===== config.mk =====
export PLATFORM = sky130hd
export DESIGN_NAME = float_subtractor_e4m3_seq
export DESIGN_NICKNAME = d
export VERILOG_FILES = /design/src/rtl/float_subtractor_e4m3_seq.sv
export SDC_FILE = /design/constraint.sdc
export NUM_CORES = 1
export LEC_CHECK = 0
export ABC_AREA = 1
export CORE_UTILIZATION = 58
export DETAILED_ROUTE_END_ITERATION = 10
export DONT_BUFFER_PORTS = 1
export PLACE_DENSITY = 0.76
export SKIP_CTS_REPAIR_TIMING = 1
export SLEW_MARGIN = 20
export SYNTH_ARGS = -nofsm -noshare
export SYNTH_HDL_FRONTEND = slang
export SYNTH_SLANG_ARGS = --single-unit

===== constraint.sdc =====
create_clock -name clk -period 2.4 [get_ports clk]
set_input_delay 0.36 -clock clk [delete_from_list [all_inputs] [get_ports clk]]
set_output_delay 0.36 -clock clk [all_outputs]
set_load 0.1 [all_outputs]

===== src/rtl/float_subtractor_e4m3_seq.sv =====
// float_subtractor_e4m3_seq: multi-cycle E4M3 y = a - b (truncating); flags port only with FP8_SUB_FLAGS_EN
module float_subtractor_e4m3_seq #(
    parameter int GUARD_BITS = 3
) (
    input  logic       clk,
    input  logic       rst,
    input  logic       in_valid,
    output logic       in_ready,
    input  logic [7:0] a,
    input  logic [7:0] b,
    output logic       out_valid,
    input  logic       out_ready,
    output logic [7:0] y
`ifdef FP8_SUB_FLAGS_EN
    ,
    output logic [2:0] flags
`endif
);
    localparam int W = GUARD_BITS + 5;
    typedef enum logic [2:0] {IDLE, ALIGN, ADD, NORM, DONE} state_t;
    state_t state_q, state_d;
    logic [7:0] a_q, a_d, b_q, b_d, y_q, y_d;
    logic [W-1:0] big_q, big_d, sml_q, sml_d;
    logic [W:0] mag_q, mag_d, sum;
    logic [4:0] exp_q, exp_d;
    logic sbig_q, sbig_d, ssml_q, ssml_d, sign_q, sign_d;
    logic a_big, nan, zero, unf, ovf;
    logic [3:0] ea, eb, siga, sigb, dexp;
    logic [7:0] sh;
    logic [2*W-1:0] wide;
`ifdef FP8_SUB_FLAGS_EN
    logic [2:0] flags_q, flags_d;
`endif
    assign in_ready = state_q == IDLE && !rst;
    assign out_valid = state_q == DONE;
    assign y = y_q;
`ifdef FP8_SUB_FLAGS_EN
    assign flags = flags_q;
`endif
    always_comb begin
        ea = a_q[6:3];
        eb = b_q[6:3];
        siga = (ea == 4'd0) ? 4'd0 : {1'b1, a_q[2:0]};
        sigb = (eb == 4'd0) ? 4'd0 : {1'b1, b_q[2:0]};
        a_big = ea >= eb;
        dexp = a_big ? ea - eb : eb - ea;
        sh = (int'(dexp) > W) ? 8'(W) : {4'd0, dexp};
        wide = {(a_big ? sigb : siga), {(2*W-4){1'b0}}} >> sh;
        sum = (sbig_q == ssml_q) ? {1'b0, big_q} + {1'b0, sml_q} :
              (big_q >= sml_q) ? {1'b0, big_q - sml_q} : {1'b0, sml_q - big_q};
        zero = mag_q == '0;
        unf = !zero && !mag_q[W-1];
        ovf = !zero && !unf && (exp_q > 5'd15 || (exp_q == 5'd15 && mag_q[W-2:W-4] == 3'b111));
        nan = a_q[6:0] == 7'h7F || b_q[6:0] == 7'h7F;
        state_d = state_q;
        a_d = a_q;
        b_d = b_q;
        y_d = y_q;
        big_d = big_q;
        sml_d = sml_q;
        mag_d = mag_q;
        exp_d = exp_q;
        sbig_d = sbig_q;
        ssml_d = ssml_q;
        sign_d = sign_q;
`ifdef FP8_SUB_FLAGS_EN
        flags_d = flags_q;
`endif
        case (state_q)
            IDLE: if (in_valid) begin
                a_d = a;
                b_d = b;
                state_d = ALIGN;
            end
            ALIGN: begin
                big_d = {(a_big ? siga : sigb), {(W-4){1'b0}}};
                sml_d = {wide[2*W-1:W+1], wide[W] | (|wide[W-1:0])};
                sbig_d = a_big ? a_q[7] : ~b_q[7];
                ssml_d = a_big ? ~b_q[7] : a_q[7];
                exp_d = {1'b0, a_big ? ea : eb};
                state_d = ADD;
            end
            ADD: begin
                sign_d = (sbig_q == ssml_q || big_q >= sml_q) ? sbig_q : ssml_q;
                mag_d = sum[W] ? {1'b0, sum[W:2], sum[1] | sum[0]} : sum;
                exp_d = exp_q + 5'(sum[W]);
                state_d = NORM;
            end
            NORM: if (!zero && !mag_q[W-1] && exp_q > 5'd1) begin
                mag_d = mag_q << 1;
                exp_d = exp_q - 5'd1;
            end else begin
                y_d = nan ? 8'h7F : (zero || unf) ? 8'h00 : ovf ? {sign_q, 7'h7E} :
                      {sign_q, exp_q[3:0], mag_q[W-2:W-4]};
`ifdef FP8_SUB_FLAGS_EN
                flags_d = (nan || zero) ? 3'b000 : {ovf, unf, unf | ovf | (|mag_q[W-5:0])};
`endif
                state_d = DONE;
            end
            DONE: if (out_ready) state_d = IDLE;
            default: state_d = IDLE;
        endcase
    end
    always_ff @(posedge clk) begin
        if (rst) begin
            state_q <= IDLE;
            a_q <= '0;
            b_q <= '0;
            y_q <= '0;
            big_q <= '0;
            sml_q <= '0;
            mag_q <= '0;
            exp_q <= '0;
            sbig_q <= 1'b0;
            ssml_q <= 1'b0;
            sign_q <= 1'b0;
        end else begin
            state_q <= state_d;
            a_q <= a_d;
            b_q <= b_d;
            y_q <= y_d;
            big_q <= big_d;
            sml_q <= sml_d;
            mag_q <= mag_d;
            exp_q <= exp_d;
            sbig_q <= sbig_d;
            ssml_q <= ssml_d;
            sign_q <= sign_d;
        end
    end
`ifdef FP8_SUB_FLAGS_EN
    always_ff @(posedge clk) begin
        if (rst) flags_q <= 3'b000;
        else flags_q <= flags_d;
    end
`endif
endmodule


==> metrics <==
pins over their slew limit=0; Post-synth EDFFs=0; CP Class=reg2reg; DR vias=3681; Final HPWL DP=7.14 mm; Reg area=1130 um^2; Synth Area in Simple Gates=0.233; Seq/Total Area, Yosys=0.296; Final Hold Fails=0; filler cell count=between 500 and 600; DR WL/cell=approximately 14 um; # DRC=0; Total Routing Usage GR=0.268; R2R setup slack=0.05 ns; count of cell types in the netlist=40; CP Launch Type=flip-flop; unrepaired setup endpoints after global routing=true; largest net degree at the start of global routing=28; antenna violations before repair=0; H-tree levels=2; Die Wd=a little over 80 um; period utilisation layout=0.980; Core Area=~6300 um^2; Clock Path Buffers=2; met1 global-route usage=0.350; I/O Buffers=0; Area contributors post-synth=dfxtp_1 30%, nand2_1 11%, a21oi_1 8.2%, ha_1 7.9%, o21ai_0 7.8%; CP arrival=about 2.6 ns; dpl cells=roughly 640; total CTS buffers=5; area leader, netlist=dfxtp_1; Synth Register Bits=between 50 and 60; adder-cell area share of the yosys netlist=0.100; Critical path buffers and inverters=4; Pwr Density=approximately 1100 nW/um^2; fmax=approximately 0.43 GHz; share of the synthesized area in the top cell type=0.296; Worst Reg-to-Reg Cells=20; TritonRoute pass-1 iters=5; Syn Inst Count=approximately 550; slowest cell delay on critical path=between 0.3 and 0.4 ns; Slowest-stage cell, CP=fa_2; Via-to-Cell Ratio=roughly 5.6; Data required, critical path=2.60 ns; Root Driver=clkbuf_8; Synth Area in Compound Gates=0.232; most common cell after layout, fill and taps aside=nand2_1; worst skew pair latency=approximately 0.31 ns; Die Ht=roughly 83 um; Post-Layout Cell Count=between 600 and 700; Routed WL=9.30 mm; area of the multi-input gates=around 2400 um^2; Layout Nets=around 630; Synth Flop Type=dfxtp_1; Hold WS=between 0.1 and 0.15 ns; CP Max Fanout=6; ant diodes=0; status=complete, no violations; Worst Tran Pin Value=between 0.7 and 0.8 ns; Synth Cell Area=3790 um^2; Hold Crit Class=in2reg; Sinks on Clock Net=between 50 and 60; mux cell area share after synthesis=0; num ports=30; FFs w/ async S/R, synth=0; Final Critical Period=2.35 ns; Post-Synth XOR/XNOR Area=0.0300; critical path endpoint category=flip-flop; Ys Warns=0; grt met3 use=0.0298; clk_skew=approximately 0.013 ns; largest family of logic cells by synthesized area=simple AND/OR/NAND/NOR gates; Syn Nets=between 500 and 600; Rows=29; GR peak layer=met2; Lkg Pwr=between 1.5 and 2 nW; delay-heaviest family, CP=simple AND/OR/NAND/NOR gates; P&R area growth vs syn=13.8%; Mapped Avg Cell Area=about 6.9 um^2; most frequent cells in the layout=105 x nand2_1, 71 x inv_1, 61 x a21oi_1; starting density of the core=0.601; worst vdd rail ir drop=around 670 uV; vias in the first global route=about 3500; ordered list of cells on the worst path=inv_2, ha_4, inv_4, fa_2, inv_2, nand2_2, nand2_4, nand2_8, o21ai_4, nand3_2, nand2_2, nand2_4, inv_6, nand2_2, nand2_2, nand2_1, nand2_1, nand2_1, nand2_1, a21oi_2; max cap viols=0; r2r endpoint=sml_q[0]; Slew HR=0.478; crit path to=sml_q[0]; # setup viols final=0; Routed Antenna Nets=0; WP depth=20; met2 GRT Util=0.471; die area=between 6000 and 7000 um^2; fraction of final layout cells sized beyond drive strength 1=0.186; RR Startpoint=a_q[3]; DRT iter0 DRCs=231; CTS tree=built; clock-pin slew on the worst setup and hold paths=approximately 0.10 ns; grt total ovfl=0; crit path from=a_q[3]; first-pass GRT wire length=about 15 mm; GP Congestion=approximately 0.99
layout make-up:
cell class,count,share of cell area
Multi-Input combinational cell,394,0.549
Sequential cell,56,0.262
Inverter,81,0.0733
Timing Repair Buffer,42,0.0730
Tap cell,77,0.0223
Clock buffer,5,0.0159
Clock inverter,3,0.00522
metal layers:
| metal | routed length [um] | part of all wire |
|---|---|---|
| met5 | 0 | 0 |
| met4 | 172 | 0.018 |
| met3 | 333 | 0.036 |
| met2 | 4500 | 0.48 |
| met1 | 4300 | 0.46 |
sequential cells by signal (all words and copies together), names as in the netlist:
| signal | count |
|---|---|
| a_q | 8 |
| b_q | 8 |
| big_q | 4 |
| exp_q | 5 |
| mag_q | 9 |
| sbig_q | 1 |
| sign_q | 1 |
| sml_q | 8 |
| ssml_q | 1 |
| state_q | 3 |
| y | 8 |
how the worst min path moves through the flow:
| stage | from | endpoint | depth (start not counted) |
|---|---|---|---|
| floorplan | mag_q[8] | mag_q[8] | 2 |
| global placement | rst | sml_q[0] | 1 |
| detailed placement | rst | sml_q[0] | 1 |
| CTS | rst | exp_q[2] | 1 |
| global route | rst | state_q[2] | 1 |
| finish | rst | sml_q[4] | 1 |
power breakdown:
group	switching, W	internal, W	total (W)
Clock	0.000314	0.000210	0.000524
Sequential	0.000151	0.00110	0.00125
Combinational	0.00190	0.00104	0.00294
per-stage QoR:
step | setup WS (ns) | utilization | total power [W] | TNS (ns) | area [um^2]
global placement | 0.0994 | 0.645 | 0.00384 | 0 | 4070
CTS | 0.0142 | 0.659 | 0.00444 | 0 | 4160
global route | -0.0795 | 0.684 | 0.00511 | -0.318 | 4320
finish | 0.0486 | 0.684 | 0.00471 | 0 | 4320
floorplan | 0.0431 | - | 0.00333 | 0 | 3800
detailed placement | 0.0358 | 0.645 | 0.00391 | 0 | 4070
synth_stat cells, types with 6 or more instances:
| master | number |
|---|---|
| a21oi_1 | 62 |
| clkbuf_1 | 14 |
| dfxtp_1 | 56 |
| ha_1 | 24 |
| inv_1 | 76 |
| nand2_1 | 108 |
| nand2_2 | 9 |
| nand3_1 | 22 |
| nand4_1 | 6 |
| nor2_1 | 32 |
| o211ai_1 | 15 |
| o21ai_0 | 59 |
| xor2_1 | 8 |
kinds of logic after synthesis:
logic type,count (synthesis)
AOI/OAI and AO/OA,157
xor gates and xnor gates,13
and+or+nand+nor,195
adders and majority gates,28
DFF,56
buffers and inverters,102
(Power assumes the default switching activity.)
